File: src/rtl/ppi_pkg.sv
// Shared encodings for the strobed PPI data port.
package ppi_pkg;

    localparam logic MODE_BASIC   = 1'b0;
    localparam logic MODE_STROBED = 1'b1;

    localparam logic DIR_OUT = 1'b0;
    localparam logic DIR_IN  = 1'b1;

    typedef enum logic [1:0] {
        I_EMPTY = 2'd0,
        I_STB   = 2'd1,
        I_FULL  = 2'd2
    } in_state_t;

    typedef enum logic [1:0] {
        O_IDLE = 2'd0,
        O_FULL = 2'd1,
        O_ACK  = 2'd2
    } out_state_t;

endpackage

File: src/rtl/ppi_sync_edge.sv
// Two-flop synchroniser for an idle-high handshake pin, with registered
// one-cycle rise/fall pulses. The pulse flop doubles as the second stage,
// so a pulse is visible after the second edge and acted on at the third.
module ppi_sync_edge (
    input  logic clk,
    input  logic rst_n,
    input  logic pin,
    output logic rise,
    output logic fall
);

    logic s1;
    logic s2;

    // Synchronise the pin and register edge pulses from the two stages.
    always_ff @(posedge clk or negedge rst_n) begin
        if (!rst_n) begin
            s1   <= 1'b1;
            s2   <= 1'b1;
            rise <= 1'b0;
            fall <= 1'b0;
        end else begin
            s1   <= pin;
            s2   <= s1;
            rise <= s1 & ~s2;
            fall <= ~s1 & s2;
        end
    end

endmodule

File: src/rtl/ppi_strobed_port.sv
// PPI data port: Mode 0 latched I/O, Mode 1 strobed I/O with STB/IBF and
// OBF/ACK handshakes, interrupt request and sticky overrun flag.
//
// state   | meaning
// I_EMPTY | input buffer empty, waiting for strobe fall
// I_STB   | data captured, strobe still low
// I_FULL  | strobe released, interrupt raised, waiting for CPU read
// O_IDLE  | output buffer empty
// O_FULL  | CPU wrote data, waiting for acknowledge fall
// O_ACK   | acknowledge low, waiting for its rise to raise interrupt
module ppi_strobed_port #(
    parameter int WIDTH = 8
) (
    input  logic             clk,
    input  logic             rst_n,
    input  logic             port_en,
    input  logic             mode,
    input  logic             dir,
    input  logic             inte,
    input  logic             cpu_wr,
    input  logic             cpu_rd,
    input  logic [WIDTH-1:0] cpu_wdata,
    output logic [WIDTH-1:0] cpu_rdata,
    input  logic [WIDTH-1:0] pad_in,
    output logic [WIDTH-1:0] pad_out,
    output logic             pad_oe,
    input  logic             stb_n,
    input  logic             ack_n,
    output logic             ibf,
    output logic             obf_n,
    output logic             intr,
    output logic             overrun
);
    import ppi_pkg::*;

    logic             stb_rise, stb_fall, ack_rise, ack_fall;
    logic [WIDTH-1:0] pad_d1, pad_d2;
    logic [WIDTH-1:0] in_latch, out_latch;
    logic             mode_q, dir_q, ctrl_chg;
    logic             intr_req, overrun_q;
    in_state_t        in_state, in_next;
    out_state_t       out_state, out_next;

    logic strobed_in, strobed_out;
    logic in_capture, rd_coincident, in_release, in_raise;
    logic out_load, out_wr, out_ackf, out_ackr;

    ppi_sync_edge u_stb_sync (
        .clk   (clk),
        .rst_n (rst_n),
        .pin   (stb_n),
        .rise  (stb_rise),
        .fall  (stb_fall)
    );

    ppi_sync_edge u_ack_sync (
        .clk   (clk),
        .rst_n (rst_n),
        .pin   (ack_n),
        .rise  (ack_rise),
        .fall  (ack_fall)
    );

    assign ctrl_chg    = (mode != mode_q) | (dir != dir_q);
    assign strobed_in  = port_en & (mode == MODE_STROBED) & (dir == DIR_IN);
    assign strobed_out = port_en & (mode == MODE_STROBED) & (dir == DIR_OUT);

    // A read coinciding with a new strobe loses to the capture so no data is dropped.
    assign in_capture    = strobed_in & stb_fall;
    assign rd_coincident = cpu_rd & (in_state == I_FULL);
    assign in_release    = strobed_in & rd_coincident & ~stb_fall;
    assign in_raise      = strobed_in & stb_rise & (in_state == I_STB);

    // Likewise a CPU write takes priority over an acknowledge edge.
    assign out_load = port_en & (dir == DIR_OUT) & cpu_wr;
    assign out_wr   = strobed_out & cpu_wr;
    assign out_ackf = strobed_out & ack_fall & (out_state == O_FULL) & ~cpu_wr;
    assign out_ackr = strobed_out & ack_rise & (out_state == O_ACK) & ~cpu_wr;

    // FSM state registers; a mode/dir change forces both back to idle.
    always_ff @(posedge clk or negedge rst_n) begin
        if (!rst_n) begin
            in_state  <= I_EMPTY;
            out_state <= O_IDLE;
        end else if (ctrl_chg) begin
            in_state  <= I_EMPTY;
            out_state <= O_IDLE;
        end else begin
            in_state  <= in_next;
            out_state <= out_next;
        end
    end

    // Next-state logic for the input and output handshakes.
    always_comb begin
        in_next  = in_state;
        out_next = out_state;
        if (in_capture)      in_next = I_STB;
        else if (in_raise)   in_next = I_FULL;
        else if (in_release) in_next = I_EMPTY;
        if (out_wr)          out_next = O_FULL;
        else if (out_ackf)   out_next = O_ACK;
        else if (out_ackr)   out_next = O_IDLE;
    end

    // Handshake flag outputs decoded from state.
    always_comb begin
        ibf     = (in_state != I_EMPTY);
        obf_n   = (out_state != O_FULL);
        intr    = intr_req & inte;
        overrun = overrun_q;
    end

    // Pin data pipeline, control copies, latches, interrupt and overrun flags.
    always_ff @(posedge clk or negedge rst_n) begin
        if (!rst_n) begin
            pad_d1    <= '0;
            pad_d2    <= '0;
            mode_q    <= MODE_BASIC;
            dir_q     <= DIR_OUT;
            in_latch  <= '0;
            out_latch <= '0;
            intr_req  <= 1'b0;
            overrun_q <= 1'b0;
        end else begin
            pad_d1 <= pad_in;
            pad_d2 <= pad_d1;
            mode_q <= mode;
            dir_q  <= dir;
            if (ctrl_chg) begin
                in_latch  <= '0;
                out_latch <= '0;
                intr_req  <= 1'b0;
                overrun_q <= 1'b0;
            end else begin
                if (in_capture) in_latch  <= pad_d2;
                if (out_load)   out_latch <= cpu_wdata;

                if (in_release)                       intr_req <= 1'b0;
                else if (in_capture && rd_coincident) intr_req <= 1'b0;
                else if (in_raise)                    intr_req <= 1'b1;
                else if (out_wr)                      intr_req <= 1'b0;
                else if (out_ackr)                    intr_req <= 1'b1;

                if (in_release)
                    overrun_q <= 1'b0;
                else if (in_capture && ibf && !rd_coincident)
                    overrun_q <= 1'b1;
            end
        end
    end

    assign pad_oe  = port_en & ~dir;
    assign pad_out = out_latch;

    // Read-back mux: output latch, live pins (Mode 0) or input latch (Mode 1).
    always_comb begin
        cpu_rdata = in_latch;
        if (dir == DIR_OUT)           cpu_rdata = out_latch;
        else if (mode == MODE_BASIC)  cpu_rdata = pad_d2;
    end

endmodule

File: config.mk
export PLATFORM = sky130hd
export DESIGN_NAME = ppi_strobed_port
export DESIGN_NICKNAME = d
export VERILOG_FILES = /design/src/rtl/ppi_pkg.sv /design/src/rtl/ppi_sync_edge.sv /design/src/rtl/ppi_strobed_port.sv
export SDC_FILE = /design/constraint.sdc
export NUM_CORES = 1
export LEC_CHECK = 0
export ABC_CLOCK_PERIOD_IN_PS = 1900
export CAP_MARGIN = 5
export CORE_ASPECT_RATIO = 1.2
export CORE_MARGIN = 2
export CORE_UTILIZATION = 41
export CTS_BUF_LIST = sky130_fd_sc_hd__clkbuf_4
export DETAILED_ROUTE_END_ITERATION = 7
export DONT_BUFFER_PORTS = 1
export GPL_ROUTABILITY_DRIVEN = 0
export HOLD_SLACK_MARGIN = 0.02
export PLACE_DENSITY_LB_ADDON = 0.2
export SLEW_MARGIN = 25
export SYNTH_ARGS = -nofsm -noshare
export SYNTH_HDL_FRONTEND = slang
export SYNTH_SLANG_ARGS = --single-unit
export TNS_END_PERCENT = 30
File: constraint.sdc
create_clock -name clk -period 1.9 [get_ports clk]
set_input_delay 0.095 -clock clk [delete_from_list [all_inputs] [get_ports clk]]
set_output_delay 0.095 -clock clk [all_outputs]
set_load 0.02 [all_outputs]
; Word level (Yosys, flattened, before mapping)
; Index checks and enable logic that the tools add are counted.
[totals]
regBits = 48
input_bits = 26
out_inout_bits = 21
word_cells = 90
[op_classes]
eq_ne = 7
muxes = 23
bitwise_logic = 31
reduce_logical = 11
[op_table]
columns = op, n
row1 = $mux W8, 6
row2 = $and A1 B1 Y1, 23
row3 = $mux W2, 8
row4 = $mux W1, 9
row5 = $reduce_bool A4 Y1, 2
row6 = $not A1 Y1, 7
row7 = $reduce_bool A2 Y1, 3
row8 = $reduce_bool A6 Y1, 1
row9 = $eq A2 B1 Y1 const B, 2
row10 = $eq A2 B2 Y1 const B, 2
row11 = $logic_and A1 B1 Y1, 3
row12 = $reduce_bool A3 Y1, 1
row13 = $ne A1 B1 Y1, 2
row14 = $ne A2 B1 Y1 const B, 1
row15 = $logic_not A1 Y1, 1
row16 = $or A1 B1 Y1, 1

; Logic depth before layout (Yosys ltp)
; Gate-level depths: netlist of the first run.
[depth]
word_depth = 11
ltp_mapped = 6
mapped_depth_nobuf = 4

; Modules after synthesis
; From an unflattened synthesis of the first run, not the netlist that was laid out.
[hier_totals]
hier_cells = 157
hier_area_um2 = 1936.9
[by_module_without_submodules]
columns = module, n_inst, cells_each, area_per_inst_um2, seq_area_each_um2
row1 = ppi_strobed_port, 1, 145, 1701.6, 1001.0
row2 = ppi_sync_edge, 2, 6, 117.6, 102.6

; Least setup slack after synthesis of the first run
; OpenSTA, ideal clock, no wires.
[synth_timing]
path_type = reg-to-reg
from = reg mode_q
to = reg in_latch[0]
setup_ps = 121
t_arrival_ps = 1059
t_required_ps = 1779
setup_slack_ps = 720
path_stages_with_launch = 5
n_path_buf = 0
period_less_slack_ps = 1180
cell_sequence = dfrtp_1 and2_1 a21oi_1 o22ai_4 a22o_1
[synth_between]
elab_chain_cells = 3
word_cells_on_any_way = 4
cone_classes = eq/ne (1) / mux (1) / bitwise (1) / reduce/logical (1)
[synth_lines]
columns = item, line
row1 = "start, declared", ppi_strobed_port.sv:39  ; logic mode_q, dir_q, ctrl_chg;
row2 = "start signal, assigned", ppi_strobed_port.sv:128  ; mode_q <= mode;
row3 = $ne A1 B1 Y1 *, ppi_strobed_port.sv:64  ; assign ctrl_chg = (mode != mode_q) | (dir != dir_q);
row4 = $or A1 B1 Y1 *, ppi_strobed_port.sv:64
row5 = $mux W8 or $reduce_bool A2 Y1 (tied branches), -
row6 = "end signal, assigned", ppi_strobed_port.sv:136  ; if (in_capture) in_latch <= pad_d2;
row7 = "end, declared", ppi_strobed_port.sv:38  ; logic [WIDTH-1:0] in_latch, out_latch;
; Every way passes the cells marked *; elsewhere a longest branch is shown, timed or not.
; A chain may end at the register's enable or synchronous reset.

; Worst setup path after layout of the first run
[layout_timing]
from = reg mode_q
to = reg out_latch[0] (netlist: pad_out[0])
[layout_between]
elab_chain_cells = 3
word_cells_on_any_way = 4
cone_classes = eq/ne (1) / mux (1) / bitwise (1) / reduce/logical (1)
[layout_lines]
columns = item, line
row1 = $ne A1 B1 Y1 *, ppi_strobed_port.sv:64
row2 = $or A1 B1 Y1 *, ppi_strobed_port.sv:64
row3 = $mux W8 or $reduce_bool A2 Y1 (tied branches), -
row4 = "end signal, assigned", ppi_strobed_port.sv:137  ; if (out_load) out_latch <= cpu_wdata;
row5 = "end, declared", ppi_strobed_port.sv:38
; Marked as above.

==> metrics, run 1 <==
level count of the clock H-tree=2; first-pass GRT wire length=between 6000 and 7000 um; origin of the critical flop-to-flop path=mode_q; logic gate share of total power=0.100; initial core utilization=0.422; count of final max-slew check failures=0; cell accounting for the most synthesized area=sky130_fd_sc_hd__dfrtp_1; number of nets with antenna violations after detailed routing=0; cell at the root of the clock tree=sky130_fd_sc_hd__clkbuf_4; Min Clock Period, post-route=1.80 ns; Final Hold Violating Endpoints=0; Syn Std Cell Area=a little under 2000 um^2; post-synthesis instance total=about 160; Max clock buf depth=2; routed vias=between 1000 and 1500; GR Overflow Total=0; area of the multi-input gates=between 600 and 700 um^2; DRT Pass-1 Iters=4; Yosys warnings=0; number of fill cells in the layout=~440; crit path max fanout=10; antenna violations before repair=0; antenna cell count=0; wire per inst=between 15 and 20 um; final setup TNS=0 ns; number of cells on the worst hold path=2; area fraction of the dominant cell type after synthesis=0.573; kind of critical path=flop to flop; num rows=27; Slew @ Worst Pin=approximately 0.5 ns; core box area=4560 um^2; worst setup slack after placement=about 0.53 ns; post-layout total power=roughly 1.7 mW; final layout net count=roughly 210; run status=finished, final reports clean; Hold Path End=intr_req; required time of the critical path=about 2.2 ns; number of register bits inferred by synthesis=48; Maximum Capacitance Violations=0; final routed DRC violation total=0; area of the die=between 5000 and 6000 um^2; CP Data Arrival Time=2.05 ns; drt total wl=around 4200 um; footprint of the flip-flops and latches=between 1000 and 1500 um^2; synthesis-to-layout area growth=20.6%; RSZ-0062 raised after global routing=false; via count of the first global-routing pass=approximately 1400; mean cell area of the mapped netlist=12.2 um^2; Leakage=about 0.99 nW; number of buffers added by the clock tree synthesis step=5; Max IR drop VDD=605 uV; post-DR vias/cell=approximately 5.5; Mapped Nets=about 180; min setup slack post-route=just under 0.1 ns; total power density per cell area=about 730 nW/um^2; die width=66.5 um; top-level I/O count=47; skew final=roughly 0.015 ns; endpoint type of the worst setup path=flop; R2R depth=4; chip height=between 70 and 80 um; CP Launch Type=flop; Clock Pin Slew Worst Setup and Hold Paths=~0.13 ns; Final setup violation count=0; clock tree from TritonCTS=built; highest attainable clock frequency=0.555 GHz; hold path start=cpu_rd; switching power summed over all nets=approximately 420 uW; flop-to-flop setup slack=0.1 ns; clock sink count=48; clock network fraction of total power=0.266; Port-buffer cells=0; global-route total usage across every layer=0.178; maximum number of pins on one net before global-route repair=49; distinct cell type count after synthesis=35; Max-Slew Margin vs Limit=0.667; cell internal pwr=about 1.3 mW; kind of path behind the tightest hold check=input pin to flop; fraction of power spent switching nets=0.244; half-perimeter wire length after placement=approximately 2700 um; Inst Count DP=208; most area-consuming cells after synthesis=sky130_fd_sc_hd__dfrtp_1 57%, sky130_fd_sc_hd__dfstp_2 5.5%, sky130_fd_sc_hd__a21oi_1 4.9%; final std cells w/o fill=around 250; Iter 0 DRT Violations=46; proportion of power drawn by flip-flops and latches=0.634; insertion delay of the later-clocked pin in the worst-skew pair=approximately 0.35 ns; fraction of final layout cells sized beyond drive strength 1=0.117; sequential cell area fraction in the yosys report=0.627; worst r2r dst=pad_out[0]; portion of the clock cycle consumed by the worst path in the final layout=0.949
## state kept, by name, summed over array words and instances (netlist names)
signal	flops
dir_q	1
u_ack_sync.rise	1
u_stb_sync.rise	1
u_stb_sync.s1	1
mode_q	1
intr_req	1
overrun	1
in_state	2
pad_d2	8
u_ack_sync.s2	1
in_latch	8
u_ack_sync.s1	1
u_ack_sync.fall	1
pad_d1	8
u_stb_sync.fall	1
pad_out	8
out_state	2
u_stb_sync.s2	1
## cell families (layout without fill, tap and decap cells)
logic type,after synthesis,in the layout,synth area share
compound gates,36,36,0.129
flops,48,48,0.627
xor+xnor,1,1,0.00456
buf+inv,8,39,0.0325
mux,8,8,0.0416
simple gates,56,56,0.165
## layout make-up
type                       count  area share
clock inverter                 1     0.00216
tap                           58      0.0313
multi-input combinational    101       0.283
clock buffer                   6      0.0194
timing repair buffer          32       0.145
sequential                    48       0.520
## synthesized netlist by cell type (all sizes together)
cell    count
mux2i       8
o32ai       1
nand4b      4
nand2      16
nand2b      2
xor2        1
nand3       9
dfrtp      44
and2        2
and3        1
and4        1
and4bb      1
a21o        1
a211oi      1
o21a        1
a31o        1
a21oi      19
clkbuf      1
and4b       1
a22o        8
a21boi      1
nor2b       7
buf         7
or2         2
dfstp       4
nor2       10
o21ai       1
o22ai       2
## cells in the final DEF (no fill, tap or decap), types with 4 or more instances in the layout
cell type	netlist	final
sky130_fd_sc_hd__dfrtp_1	44	44
sky130_fd_sc_hd__a22o_1	8	8
sky130_fd_sc_hd__nand3_1	9	9
sky130_fd_sc_hd__mux2i_1	8	8
sky130_fd_sc_hd__nand4b_1	4	4
sky130_fd_sc_hd__dfstp_2	4	4
sky130_fd_sc_hd__clkbuf_4	0	6
sky130_fd_sc_hd__nor2_1	10	10
sky130_fd_sc_hd__nor2b_1	6	6
sky130_fd_sc_hd__a21oi_1	19	19
sky130_fd_sc_hd__dlygate4sd3_1	0	30
sky130_fd_sc_hd__nand2_1	14	14
## critical path, stage by stage, from the launching register on
cell and delay [ns]:
sky130_fd_sc_hd__dfrtp_1 0.45, sky130_fd_sc_hd__xor2_1 0.35, sky130_fd_sc_hd__a21o_2 0.28, sky130_fd_sc_hd__a21oi_1 0.07
sky130_fd_sc_hd__dlygate4sd3_1 0.56
## repair_timing
| action | 4_1_cts | 5_1_grt |
|---|---|---|
| setup endpoints to repair | 0 | 3 |
| hold buffers | 31 | 0 |
| hold endpoints to repair | 71 | 0 |
| gates resized for setup | 0 | 1 |
| buffers inserted | 0 | 0 |
## how the worst max path moves through the flow
stage           start           end
5_1_grt        mode_q    pad_out[6]
6_report       mode_q    pad_out[0]
4_1_cts        mode_q    pad_out[6]
3_3_place_gp   mode_q  out_state[1]
2_1_floorplan  mode_q   in_latch[0]
3_5_place_dp   mode_q  out_state[1]
## power groups by stage
stage / Sequential (mW) / Combinational [mW] / Clock [mW]
3_3_place_gp: 1.10 / 0.0950 / 0
6_report: 1.08 / 0.170 / 0.451
3_5_place_dp: 1.10 / 0.0974 / 0
5_1_grt: 1.08 / 0.187 / 0.513
2_1_floorplan: 1.09 / 0.104 / 0
4_1_cts: 1.08 / 0.171 / 0.475
## layer usage
metal / vias up / wire (um) / GRT usage
met3: 5 / 229 / 0.0439
li1: 613 / - / -
met5: - / 0 / 0
met2: 40 / 2060 / 0.274
met4: 0 / 66 / 0.0694
met1: 683 / 1810 / 0.242
## stage by stage
stage               utilization  area, um^2  hold WS (ns)
global placement          0.426        1940        -0.199
floorplan                     -        1920        -0.201
finish                    0.509        2320        0.0380
CTS                       0.508        2320        0.0207
detailed placement        0.426        1940        -0.199
global route              0.509        2320        0.0465
Note: power is estimated with default switching activity, not from simulation.
==> inputs of run 2 (changes only) <==
==> constraint.sdc (replaced) <==
create_clock -name clk -period 1.9 [get_ports clk]
set_input_delay 0.095 -clock clk [delete_from_list [all_inputs] [get_ports clk]]
set_output_delay 0.095 -clock clk [all_outputs]
set_load 0.05 [all_outputs]
==> run 2 against run 1 <==
Utilization is 2.7 points higher. Clock power is 5.8% higher. Worst setup slack better by 0.0083 ns. Non-clock buffer count is 16 higher. Sequential share of layout area is 2.7 points lower. Largest cell class unchanged.
==> metrics, run 2 (synthesis results as in run 1) <==
Min Clock Period, post-route=about 1.8 ns; kind of path behind the tightest hold check=input pin to flop; run status=finished, final reports clean; total of cells resized after clock tree synthesis=0; number of cells on the worst hold path=3; Hold Path End=out_state[0]; met3 layer wire length in the routed design=245 um; post-layout total power=roughly 1.8 mW; number of hold buffers added after cts=31; hold path start=dir; commonest non-fill, non-tap cells in the layout=44 x sky130_fd_sc_hd__dfrtp_1, 30 x sky130_fd_sc_hd__dlygate4sd3_1, 19 x sky130_fd_sc_hd__a21oi_1, 17 x sky130_fd_sc_hd__buf_4, 14 x sky130_fd_sc_hd__nand2_1; RSZ-0062 raised after global routing=false; portion of the clock cycle consumed by the worst path in the final layout=0.945; final setup TNS=0 ns; Iter 0 DRT Violations=35; WP buf/inv=3; top-level I/O count=47; R2R depth=3; placed standard-cell area=~2100 um^2; clock sink count=48; Max IR drop VDD=526 uV; first-pass GRT wire length=around 7200 um; routed vias=1400; wire per inst=roughly 17 um; crit path max fanout=22; level count of the clock H-tree=2; design area=~2400 um^2; Final Hold Violating Endpoints=0; Port-buffer cells=0; die width=66.5 um; # Post-CTS Setup Buffers=0; skew final=approximately 0.014 ns; routed length on met2=approximately 2300 um; worst setup slack after placement=around 0.54 ns; count of final max-slew check failures=0; number of buffers added by the clock tree synthesis step=5; CP Launch Type=input pin; initial core utilization=0.422; fraction of final layout cells sized beyond drive strength 1=0.180; chip height=~79 um; worst r2r dst=out_state[1]; GR Overflow Total=0; core utilization of the finished layout=0.536; Final setup violation count=0; clock tree from TritonCTS=built; Slew @ Worst Pin=about 0.52 ns; total power density per cell area=approximately 730 nW/um^2; num rows=27; DRT Pass-1 Iters=5; final routed DRC violation total=0; area of the die=roughly 5300 um^2; CP cell instances=dlygate4sd3_1, nor2b_2, buf_4, nand3_1, dlygate4sd3_1, a21oi_1; half-perimeter wire length after placement=~2700 um; maximum number of pins on one net before global-route repair=49; Leakage=around 1.1 nW; endpoint type of the worst setup path=flop; Maximum Capacitance Violations=0; cell at the root of the clock tree=sky130_fd_sc_hd__clkbuf_4; Slowest Stage Delay on Critical Path=around 0.6 ns; kind of critical path=input pin to flop; Clock Pin Slew Worst Setup and Hold Paths=between 0.1 and 0.15 ns; via count of the first global-routing pass=1492; Worst path top cell family by delay=buffers and inverters; required time of the critical path=roughly 2.2 ns; post-DR vias/cell=5.32; highest attainable clock frequency=around 0.56 GHz; min setup slack post-route=between 0.1 and 0.15 ns; global-route total usage across every layer=0.185; drt total wl=~4400 um; cell count along the critical path=6; top routing layer in use=met4; antenna violations before repair=0; Critical Path Slowest Stage Cell=sky130_fd_sc_hd__dlygate4sd3_1; final layout net count=230; flop-to-flop setup slack=0.51 ns; CP dominant cell by count=sky130_fd_sc_hd__dlygate4sd3_1; number of nets with antenna violations after detailed routing=0; Max-Slew Margin vs Limit=0.653; Max clock buf depth=2; most common cell after layout, fill and taps aside=sky130_fd_sc_hd__dfrtp_1; antenna cell count=0; CP Data Arrival Time=between 2 and 2.5 ns; origin of the critical flop-to-flop path=mode_q; synthesis-to-layout area growth=27.1%; core box area=between 4000 and 5000 um^2; length of routed wiring on met1=~1800 um; number of fill cells in the layout=just over 400; insertion delay of the later-clocked pin in the worst-skew pair=approximately 0.35 ns
[run 2: worst min-delay path, delay by kind of cell]
family	cells	cell delay [ns]
simple gates	2	0.18
compound gates	1	0.12
[run 2: worst max-delay path by stage]
stage / from / end / slack [ns]
after floorplan: pad_out[0] / cpu_rdata[0] / 0.33
after detailed placement: mode_q / out_state[1] / 0.54
after CTS: dir / pad_out[7] / 0.20
after global routing: dir / pad_out[6] / 0.10
final: dir / pad_out[6] / 0.11
after global placement: mode_q / out_state[1] / 0.61
[run 2: area by class of cell]
type                       instances  area [um^2]  share of cell area
clock buffer                       7         52.6              0.0215
clock inverter                     1         3.75             0.00154
multi-input combinational        101          654               0.268
sequential                        48         1210               0.493
tap                               58         72.6              0.0297
timing repair buffer              48          455               0.186
[run 2: layer usage]
metal / GRT usage / vias up
met3: 0.0496 / 7
li1: - / 648
met4: 0.0592 / 0
met2: 0.310 / 47
met1: 0.232 / 698
met5: 0 / -
[run 2: per-stage QoR]
step,hold slack (ns),std cells
final,0.0878,263
after global routing,0.0629,263
after CTS,0.0693,263
after detailed placement,-0.199,224
after global placement,-0.199,224
after floorplan,-0.201,157
[run 2: power by group]
part	internal, mW	total (mW)	leakage [nW]	switching [mW]
Clock	0.172	0.477	0.0338	0.305
Sequential	1.06	1.07	0.610	0.0166
Combinational	0.0949	0.234	0.420	0.139
==> inputs of run 3 (changes only) <==
--- a/config.mk
+++ b/config.mk
@@ -5,7 +5,7 @@
 export SDC_FILE = /design/constraint.sdc
 export NUM_CORES = 1
 export LEC_CHECK = 0
-export ABC_CLOCK_PERIOD_IN_PS = 1900
+export ABC_CLOCK_PERIOD_IN_PS = 1580
 export CAP_MARGIN = 5
 export CORE_ASPECT_RATIO = 1.2
 export CORE_MARGIN = 2
==> constraint.sdc (replaced) <==
create_clock -name clk -period 1.58 [get_ports clk]
set_input_delay 0.079 -clock clk [delete_from_list [all_inputs] [get_ports clk]]
set_output_delay 0.079 -clock clk [all_outputs]
set_load 0.05 [all_outputs]
==> run 3 against run 2 <==
Hold slack worse by 0.016 ns. First-iteration DRC count increased by 54%. Wire length decreased by 4.6%. Clock power rose by 20%. Register-to-register slack lost 0.35 ns. Sequential share of layout area is 1.1 points higher. Clock skew is 0.0050 ns lower. Final cell count shrank 1.9%.
==> metrics, run 3 (synthesis results as in run 1) <==
core box area=between 4000 and 5000 um^2; number of buffers added by the clock tree synthesis step=5; final setup TNS=0 ns; Min Clock Period, post-route=around 1.5 ns; Final setup violation count=0; CP Launch Type=input pin; antenna violations before repair=0; maximum number of pins on one net before global-route repair=49; commonest non-fill, non-tap cells in the layout=44 x sky130_fd_sc_hd__dfrtp_1, 24 x sky130_fd_sc_hd__dlygate4sd3_1, 19 x sky130_fd_sc_hd__a21oi_1, 18 x sky130_fd_sc_hd__buf_4, 14 x sky130_fd_sc_hd__nand2_1; chip height=between 70 and 80 um; half-perimeter wire length after placement=approximately 2600 um; endpoint type of the worst setup path=output pin; area of the die=between 5000 and 6000 um^2; min setup slack post-route=0.126 ns; kind of path behind the tightest hold check=input pin to flop; fraction of final layout cells sized beyond drive strength 1=0.190; count of final max-slew check failures=0; switching power summed over all nets=553 uW; post-DR vias/cell=roughly 5.3; number of fill cells in the layout=between 400 and 500; Max-Slew Margin vs Limit=0.648; portion of the clock cycle consumed by the worst path in the final layout=0.920; Clock Pin Slew Worst Setup and Hold Paths=approximately 0.12 ns; level count of the clock H-tree=2; final layout net count=approximately 230; num rows=27; footprint of the flip-flops and latches=about 1200 um^2; core utilization of the finished layout=0.525; total of cells resized after clock tree synthesis=0; number of nets with antenna violations after detailed routing=0; design area=around 2400 um^2; crit path max fanout=22; Max clock buf depth=2; Slew @ Worst Pin=approximately 0.53 ns; drt total wl=between 4000 and 5000 um; antenna cell count=0; # Post-CTS Setup Buffers=0; total power density per cell area=between 800 and 900 nW/um^2; CP Data Arrival Time=between 1 and 1.5 ns; skew final=0.00869 ns; Iter 0 DRT Violations=54; area of the multi-input gates=654 um^2; die width=approximately 67 um; placed standard-cell area=2070 um^2; first-pass GRT wire length=about 7000 um; Final Hold Violating Endpoints=0; highest attainable clock frequency=just under 0.7 GHz; kind of critical path=input pin to output pin; proportion of power drawn by flip-flops and latches=0.604; cell internal pwr=between 1.5 and 2 mW; synthesis-to-layout area growth=24.4%; Maximum Capacitance Violations=0; clock tree from TritonCTS=built; routed vias=1357; global-route total usage across every layer=0.176; Leakage=1.06 nW; Port-buffer cells=0; final routed DRC violation total=0; Max IR drop VDD=between 400 and 500 uV; run status=finished, final reports clean; most common cell after layout, fill and taps aside=sky130_fd_sc_hd__dfrtp_1; clock network fraction of total power=0.267; top-level I/O count=47; GR Overflow Total=0; fraction of power spent switching nets=0.259; initial core utilization=0.422; wire per inst=approximately 16 um; cell at the root of the clock tree=sky130_fd_sc_hd__clkbuf_4; logic gate share of total power=0.129; insertion delay of the later-clocked pin in the worst-skew pair=roughly 0.36 ns; worst setup slack after placement=0.229 ns; RSZ-0062 raised after global routing=false; required time of the critical path=around 1.5 ns; clock sink count=48; DRT Pass-1 Iters=4; via count of the first global-routing pass=roughly 1400
==> run 3: cell types whose count changed in the layout (fill, tap and decap cells not counted) <==
cell,previous run,this run
sky130_fd_sc_hd__buf_4,17,18
sky130_fd_sc_hd__dlygate4sd3_1,30,24
==> run 3: timing repair <==
item                                   in CTS  in global routing
setup endpoints to repair                   0                  0
hold buffers                               25                  0
endpoints found under the hold margin      71                  0
==> run 3: stage by stage <==
stage	hold WS, ns	std cells	power, mW
finish	0.0714	258	2.14
CTS	0.0549	258	2.17
detailed placement	-0.215	225	1.51
floorplan	-0.217	157	1.48
global placement	-0.215	225	1.50
global route	0.0614	258	2.24
==> run 3: metal layers <==
metal  part of all wire  vias to the layer above  global-route usage  routed length (um)
met4              0.015                        0              0.0673                  61
met1               0.43                      668               0.229                1770
met2               0.50                       45               0.277                2080
met5                  0                        -                   0                   0
li1                   -                      638                   -                   -
met3              0.058                        6              0.0496                 243
==> run 3: power groups by stage <==
stage                     clock network, mW  logic (mW)  registers, mW
after global routing                  0.647       0.299           1.30
final                                 0.572       0.277           1.29
after CTS                             0.595       0.279           1.29
after global placement                    0       0.189           1.31
after detailed placement                  0       0.191           1.32
after floorplan                           0       0.162           1.32
==> run 3: final cells by class <==
| type | count | area share |
|---|---|---|
| Clock buffer | 7 | 0.0220 |
| Multi-Input combinational cell | 101 | 0.274 |
| Tap cell | 58 | 0.0303 |
| Timing Repair Buffer | 43 | 0.168 |
| Clock inverter | 1 | 0.00157 |
| Sequential cell | 48 | 0.504 |
==> run 3: path summary, 6_finish.rpt <==
check,startpoint,endpoint,slack (ns),cells past startpoint
max,dir,pad_oe,0.13,3
min,dir,intr_req,0.07,3
max reg2reg,mode_q,out_state[1],0.16,3
min reg2reg,pad_d1[7],pad_d2[7],0.36,0
max in group asynchronous,rst_n,u_ack_sync.s2,1.10,2
min in group asynchronous,rst_n,in_state[1],0.21,2
==> run 3: critical path: stages <==
cell and delay, ns:
sky130_fd_sc_hd__dlygate4sd3_1 0.59, sky130_fd_sc_hd__nor2b_2 0.41, sky130_fd_sc_hd__buf_4 0.29
